### src/rtl/ps2_pkg.sv
// Shared types and constants for the PS/2 receive path: frame states,
// prefix byte values and the layout of one decoded FIFO entry.
package ps2_pkg;

    typedef enum logic [1:0] {
        IDLE,
        DATA,
        PARITY,
        STOP
    } frame_state_t;

    localparam logic [7:0] PS2_EXT_CODE = 8'hE0;
    localparam logic [7:0] PS2_BRK_CODE = 8'hF0;

    typedef struct packed {
        logic       ext;
        logic       brk;
        logic [7:0] code;
    } key_entry_t;

endpackage

### src/rtl/ps2_line_filter.sv
// Two-flop synchroniser followed by a stable-sample filter for one PS/2 line.
// The filtered output only follows the input after DEBOUNCE_CYCLES agreeing samples.
module ps2_line_filter #(
    parameter int DEBOUNCE_CYCLES = 20
) (
    input  logic clk,
    input  logic resetn,
    input  logic din,
    output logic dout
);

    localparam int CW = $clog2(DEBOUNCE_CYCLES + 1);

    logic          sync_p0;
    logic          sync_p1;
    logic [CW-1:0] stable_cnt;

    always_ff @(posedge clk) begin
        if (!resetn) begin
            sync_p0    <= 1'b1;
            sync_p1    <= 1'b1;
            dout       <= 1'b1;
            stable_cnt <= '0;
        end else begin
            sync_p0 <= din;
            sync_p1 <= sync_p0;
            // Any sample that agrees with the current output restarts the count.
            if (sync_p1 == dout) begin
                stable_cnt <= '0;
            end else if (stable_cnt == CW'(DEBOUNCE_CYCLES - 1)) begin
                dout       <= sync_p1;
                stable_cnt <= '0;
            end else begin
                stable_cnt <= stable_cnt + 1'b1;
            end
        end
    end

endmodule

### src/rtl/ps2_rx_fifo.sv
// PS/2 keyboard receiver: filtered lines, frame FSM with timeout, E0/F0 prefix
// decoding and a keycode FIFO. Define PS2_PARITY_CHECK_EN to enable odd-parity rejection.
module ps2_rx_fifo
    import ps2_pkg::*;
#(
    parameter int DEBOUNCE_CYCLES = 20,
    parameter int TIMEOUT_CYCLES  = 100000,
    parameter int FIFO_DEPTH      = 8
) (
    input  logic                          clk,
    input  logic                          resetn,
    input  logic                          kclk,
    input  logic                          kdata,
    output logic [15:0]                   keycode,
    output logic                          key_release,
    output logic                          keycode_valid,
    input  logic                          keycode_ready,
    output logic [$clog2(FIFO_DEPTH):0]   fifo_level,
    output logic                          parity_err,
    output logic                          frame_err,
    output logic                          overflow
);

    localparam int AW = $clog2(FIFO_DEPTH);
    localparam int TW = $clog2(TIMEOUT_CYCLES + 1);

    logic kclk_f;
    logic kdata_f;

    ps2_line_filter #(.DEBOUNCE_CYCLES(DEBOUNCE_CYCLES)) u_kclk_filter (
        .clk    (clk),
        .resetn (resetn),
        .din    (kclk),
        .dout   (kclk_f)
    );

    ps2_line_filter #(.DEBOUNCE_CYCLES(DEBOUNCE_CYCLES)) u_kdata_filter (
        .clk    (clk),
        .resetn (resetn),
        .din    (kdata),
        .dout   (kdata_f)
    );

    // Stage p0: falling-edge strobe of the filtered PS/2 clock
    logic kclk_f_q;
    logic fall_p0;

    always_ff @(posedge clk) begin
        if (!resetn) begin
            kclk_f_q <= 1'b1;
            fall_p0  <= 1'b0;
        end else begin
            kclk_f_q <= kclk_f;
            fall_p0  <= kclk_f_q & ~kclk_f;
        end
    end

    frame_state_t  state;
    frame_state_t  state_nxt;
    logic [2:0]    bit_cnt;
    logic [TW-1:0] to_cnt;
    logic [7:0]    shift;
    logic          parity_fail;
    logic          timeout;
    logic          frame_bad;
    logic          parity_bad;
    logic          byte_ok;

`ifdef PS2_PARITY_CHECK_EN
    logic par_bit;
    assign parity_fail = ~(^shift ^ par_bit);
`else
    assign parity_fail = 1'b0;
`endif

    always_comb begin
        state_nxt  = state;
        timeout    = 1'b0;
        frame_bad  = 1'b0;
        parity_bad = 1'b0;
        byte_ok    = 1'b0;
        if (state != IDLE && to_cnt == TW'(TIMEOUT_CYCLES)) begin
            timeout   = 1'b1;
            state_nxt = IDLE;
        end else if (fall_p0) begin
            case (state)
                IDLE:    if (!kdata_f) state_nxt = DATA;
                DATA:    if (bit_cnt == 3'd7) state_nxt = PARITY;
                PARITY:  state_nxt = STOP;
                STOP: begin
                    state_nxt = IDLE;
                    if (!kdata_f)         frame_bad  = 1'b1;
                    else if (parity_fail) parity_bad = 1'b1;
                    else                  byte_ok    = 1'b1;
                end
                default: state_nxt = IDLE;
            endcase
        end
    end

    always_ff @(posedge clk) begin
        if (!resetn) begin
            state   <= IDLE;
            bit_cnt <= '0;
            to_cnt  <= '0;
        end else begin
            state <= state_nxt;
            if (fall_p0 || state == IDLE || timeout) to_cnt <= '0;
            else                                     to_cnt <= to_cnt + 1'b1;
            if (timeout || state != DATA)            bit_cnt <= '0;
            else if (fall_p0)                        bit_cnt <= bit_cnt + 1'b1;
        end
    end

    always_ff @(posedge clk) begin
        if (timeout)                       shift <= '0;
        else if (fall_p0 && state == DATA) shift <= {kdata_f, shift[7:1]};
`ifdef PS2_PARITY_CHECK_EN
        if (fall_p0 && state == PARITY)    par_bit <= kdata_f;
`endif
    end

    // Stage p1: completed byte and registered error pulses
    logic       vld_p1;
    logic [7:0] byte_p1;

    always_ff @(posedge clk) begin
        if (!resetn) begin
            vld_p1     <= 1'b0;
            parity_err <= 1'b0;
            frame_err  <= 1'b0;
        end else begin
            vld_p1     <= byte_ok;
            parity_err <= parity_bad;
            frame_err  <= frame_bad | timeout;
        end
    end

    always_ff @(posedge clk) begin
        if (byte_ok) byte_p1 <= shift;
    end

    // Stage p2: prefix decode and FIFO write
    logic       ext;
    logic       brk;
    logic       push;
    key_entry_t entry_in;

    always_comb begin
        entry_in = '{ext: ext, brk: brk, code: byte_p1};
        push     = vld_p1 && byte_p1 != PS2_EXT_CODE && byte_p1 != PS2_BRK_CODE;
    end

    always_ff @(posedge clk) begin
        if (!resetn) begin
            ext <= 1'b0;
            brk <= 1'b0;
        end else if (parity_bad || frame_bad || timeout) begin
            ext <= 1'b0;
            brk <= 1'b0;
        end else if (vld_p1) begin
            if (byte_p1 == PS2_EXT_CODE) begin
                ext <= 1'b1;
            end else if (byte_p1 == PS2_BRK_CODE) begin
                brk <= 1'b1;
            end else begin
                ext <= 1'b0;
                brk <= 1'b0;
            end
        end
    end

    key_entry_t    mem [FIFO_DEPTH];
    logic [AW-1:0] wr_ptr;
    logic [AW-1:0] rd_ptr;
    logic [AW:0]   count;
    logic          full;
    logic          pop;
    logic          wr_en;
    key_entry_t    head;

    assign full          = (count == (AW+1)'(FIFO_DEPTH));
    assign keycode_valid = (count != '0);
    assign pop           = keycode_valid & keycode_ready;
    // A pop in the same cycle frees the slot the push needs.
    assign wr_en         = push & (~full | pop);
    assign head          = mem[rd_ptr];
    assign keycode       = keycode_valid ? {(head.ext ? PS2_EXT_CODE : 8'h00), head.code} : 16'h0000;
    assign key_release   = keycode_valid & head.brk;
    assign fifo_level    = count;

    always_ff @(posedge clk) begin
        if (!resetn) begin
            wr_ptr   <= '0;
            rd_ptr   <= '0;
            count    <= '0;
            overflow <= 1'b0;
        end else begin
            overflow <= push & full & ~pop;
            if (wr_en) wr_ptr <= wr_ptr + 1'b1;
            if (pop)   rd_ptr <= rd_ptr + 1'b1;
            case ({wr_en, pop})
                2'b10:   count <= count + 1'b1;
                2'b01:   count <= count - 1'b1;
                default: count <= count;
            endcase
        end
    end

    always_ff @(posedge clk) begin
        if (wr_en) mem[wr_ptr] <= entry_in;
    end

endmodule

### config.mk
export PLATFORM = sky130hd
export DESIGN_NAME = ps2_rx_fifo
export DESIGN_NICKNAME = d
export VERILOG_FILES = /design/src/rtl/ps2_pkg.sv /design/src/rtl/ps2_line_filter.sv /design/src/rtl/ps2_rx_fifo.sv
export SDC_FILE = /design/constraint.sdc
export NUM_CORES = 1
export LEC_CHECK = 0
export ABC_AREA = 0
export CORE_MARGIN = 2
export CORE_UTILIZATION = 35
export CTS_CLUSTER_DIAMETER = 30
export DETAILED_ROUTE_END_ITERATION = 8
export HOLD_SLACK_MARGIN = 0.1
export SLEW_MARGIN = 20
export SYNTH_ARGS = -nofsm -noshare
export SYNTH_HDL_FRONTEND = slang
export SYNTH_HIERARCHICAL = 1
export SYNTH_SLANG_ARGS = --single-unit
### constraint.sdc
create_clock -name clk -period 2.8 [get_ports clk]
set_input_delay 0.42 -clock clk [delete_from_list [all_inputs] [get_ports clk]]
set_output_delay 0.42 -clock clk [all_outputs]
set_load 0.02 [all_outputs]
==> results by group <==
Timing
  • Fin crit share: 96.8%
  • Hold WS: 0.406 ns
  • # setup viols final: 0
  • Min Tclk post-route: 2.71 ns
  • Final hold violations: 0
  • Setup TNS Final: 0 ns
  • F_max: 369 MHz
  • Final setup margin: roughly 0.090 ns
  • RSZ-0062 raised after global routing: false
  • Relative slew margins: 52.9%
  • Pins over their slew limit: 0
  • Worst-Margin Slew: 0.704 ns
  • Max Clock Skew: between 0.007 and 0.008 ns

Setup path
  • Top cell family by delay on the critical path: buffers and inverters
  • Worst Setup Start Kind: flop
  • Reg2reg end: fifo_level[3]
  • Buf+Inv Stages, Crit Path: 2
  • Critical R2R Launch: byte_p1[7]
  • Slowest-stage cell, CP: clkdlybuf4s50_1
  • Critical Path Fanout Max: 10
  • Crit path kind: reg2out
  • Largest stage delay on the critical path: 0.53 ns
  • R2R Setup Slk: between 0.3 and 0.4 ns
  • Sequence of cells on the critical path: clkbuf_16 > mux4_2 > mux2i_1 > nor2_1 > clkdlybuf4s50_1
  • WP data required: 2.38 ns
  • WP data arrival: 2.29 ns
  • Reg2reg path depth: 10
  • Crit. End Element: output port

Synth
  • Synth Instances: between 400 and 500
  • Netlist Area Pre-Place: 6320 um2
  • Synth warn: 6
  • Share of the synthesized area in the top cell type: 41.8%
  • Synth Register Bits: 154
  • Synth area leaders: edfxtp_1, dfxtp_1, mux4_2
  • Top_reg_cell synth: edfxtp_1
  • Number of flops mapped to enable cells by yosys: 88
  • Post-synth ARST share: 0%
  • Leading area contributor after synthesis: edfxtp_1
  • Syn avg cell area: 13.6 um2
  • Yosys cell types: 53
  • Post-synthesis sequential area ratio: about 63%

Global routing
  • Tot GR Track Use: between 10 and 15%
  • Vias in the first global route: 3603
  • Initial antenna violation count: 0
  • GRT Residual Overflow: 0
  • Pin count of the biggest net entering global routing: 32
  • First-pass GRT wire length: 18500 um

Floorplan
  • Die Ht: 138 um
  • Site Rows: 49
  • Core Area: 17800 um2
  • Die Footprint: 19200 um2
  • Die width: 138 um
  • Initial core utilization: 35.4%
  • # IOs: 30

Power
  • PD cells: ~650 nW/um2
  • Lkg Pwr: 2.64 nW
  • Peak VDD IR: between 0.4 and 0.5 mV
  • Total power draw: 4.90 mW

Clock network
  • Worst-Skew Late Latency: 0.42 ns
  • CTS tree: done
  • CTS H-Tree Depth: 4
  • Resize count post-CTS: 0
  • CTS clk-pin slew, worst paths: 0.06 ns
  • Clock sink total: 154
  • CTS Buffer Depth: 2
  • Post-CTS setup buffer count: 0
  • Hold Buf Count CTS: 0
  • Clock Tree Root: clkbuf_16
  • CTS Buf Count: 17

Finish
  • # diodes: 0
  • Post-route cell area: 7490 um2
  • Footprint of the multi-input gates: 2190 um2
  • FF+latch area: slightly below 4000 um2
  • Final core area utilization: 42.0%
  • Area Overhead vs Synth: 18.5%
  • # fillers: 1617
  • Final nets: 528
  • Share of cells above drive strength 1: 17.9%
  • Non-filler cells, final: 750

Drt
  • Met2 wire len: 5550 um
  • DRC viols: 0
  • DR WL met3: 416 um
  • Via count: approximately 3.6k
  • Drt wl/cell: 15.1 um
  • Met1 wire length: 5220 um
  • Post-DR vias/cell: 4.74
  • First-pass detailed-route iteration total: 4
  • WL final: 11300 um
  • Top layer in use: met4
  • DR iter-0 viols: 151
  • Detail Route Antenna Nets: 0

Placed design
  • PortBufs: 23
  • DP Area: 6860 um2
  • DP Wirelength: 7310 um
  • Post-Place Cells: 717
  • Setup WS pre-CTS: around 0.17 ns
  • Gpl congestion: between 0.7 and 0.8

Worst hold path
  • Hold Path Class: reg2reg
  • Worst Hold Path EP: u_kdata_filter/sync_p1
  • HP Start: u_kdata_filter/sync_p0
  • WHS Path Cells: 1

Flow run
  • Max_cap viols: 0

Run status
  • Status: completed
==> cell usage in the layout (no fill, tap or decap), types with 4 or more instances in the layout <==
cell type	instances
nand4_1	5
nor2_1	48
nor2_2	11
ha_1	14
edfxtp_1	88
clkdlybuf4s50_1	20
inv_1	16
nor3_1	6
a21oi_1	11
xnor2_1	13
xor2_1	13
and2_1	4
nand2_1	37
mux2i_1	20
clkbuf_16	18
conb_1	6
nand3b_1	4
mux4_2	20
dfxtp_1	65
nand2b_1	11
buf_4	16
nand3_1	16
==> per-layer routing <==
layer,vias up,track usage [%]
met5,-,0
met4,0,3.54
met1,1749,15.7
li1,1744,-
met2,49,20.2
met3,10,4.23
==> cell type report <==
class / count / area share [%]
clock inverter: 10 / 1.59
tap: 229 / 3.83
sequential: 154 / 52.9
timing repair buffer: 41 / 5.38
multi-input combinational: 277 / 29.2
clock buffer: 22 / 6.20
inverter: 17 / 0.852
==> registers in the layout, indices dropped and copies added (netlist names), 2 cells and up, named ones only <==
| register | flops |
|---|---|
| mem | 80 |
| to_cnt | 17 |
| byte_p1 | 8 |
| shift | 8 |
| u_kclk_filter/stable_cnt | 5 |
| u_kdata_filter/stable_cnt | 5 |
| fifo_level | 4 |
| bit_cnt | 3 |
| rd_ptr | 3 |
| wr_ptr | 3 |
| state | 2 |
==> cells by family after synthesis <==
| family | count (synthesis) | share of synthesized area [%] |
|---|---|---|
| xor gates and xnor gates | 26 | 3.60 |
| muxes | 40 | 10.3 |
| adders and majority gates | 15 | 3.09 |
| buffers and inverters | 40 | 3.11 |
| DFF | 154 | 62.7 |
| other | 1 | 0.0593 |
| AOI/OAI and AO/OA | 24 | 2.47 |
| and+or+nand+nor | 166 | 14.7 |
==> worst max-delay path by stage <==
stage          depth (start not counted)       endpoint  slack, ns
2_1_floorplan                         12  fifo_level[3]       0.36
3_3_place_gp                          10  fifo_level[3]       0.25
3_5_place_dp                          10  fifo_level[3]       0.17
4_1_cts                                5     keycode[0]      0.005
5_1_grt                                5     keycode[1]      0.001
6_report                               5     keycode[5]       0.09
==> synthesized netlist by cell type (2+ instances only) <==
library cell	count
a31oi_1	2
buf_4	9
mux4_2	20
nor2_2	11
and2_1	4
a21boi_0	2
nand2b_1	11
buf_2	4
xor2_1	13
and2b_2	2
xnor2_1	13
nor3_1	6
nand4_1	5
mux2i_1	20
nand4b_1	3
edfxtp_1	88
clkbuf_1	8
nor2_1	48
or4b_1	2
a21oi_1	11
nand3b_4	2
dfxtp_1	66
o21ai_0	2
nand2_1	37
inv_1	16
nand3_1	16
nand3b_1	4
and3_1	2
nor4bb_4	2
ha_1	14
==> power breakdown <==
group / switching, mW / internal, mW
registers: 0.0148 / 2.38
logic: 0.136 / 0.134
clock network: 0.874 / 1.36
total: 1.02 / 3.87
==> worst register-to-register path, delay by kind of cell, from the launching register on <==
| kind | cells | cell delay (ns) |
|---|---|---|
| buffers and inverters | 1 | 0.11 |
| and+or+nand+nor | 3 | 0.53 |
| adders and majority gates | 1 | 0.23 |
| DFF | 1 | 0.50 |
| muxes | 1 | 0.20 |
| AOI/OAI and AO/OA | 4 | 0.84 |
(Power assumes the default switching activity.)
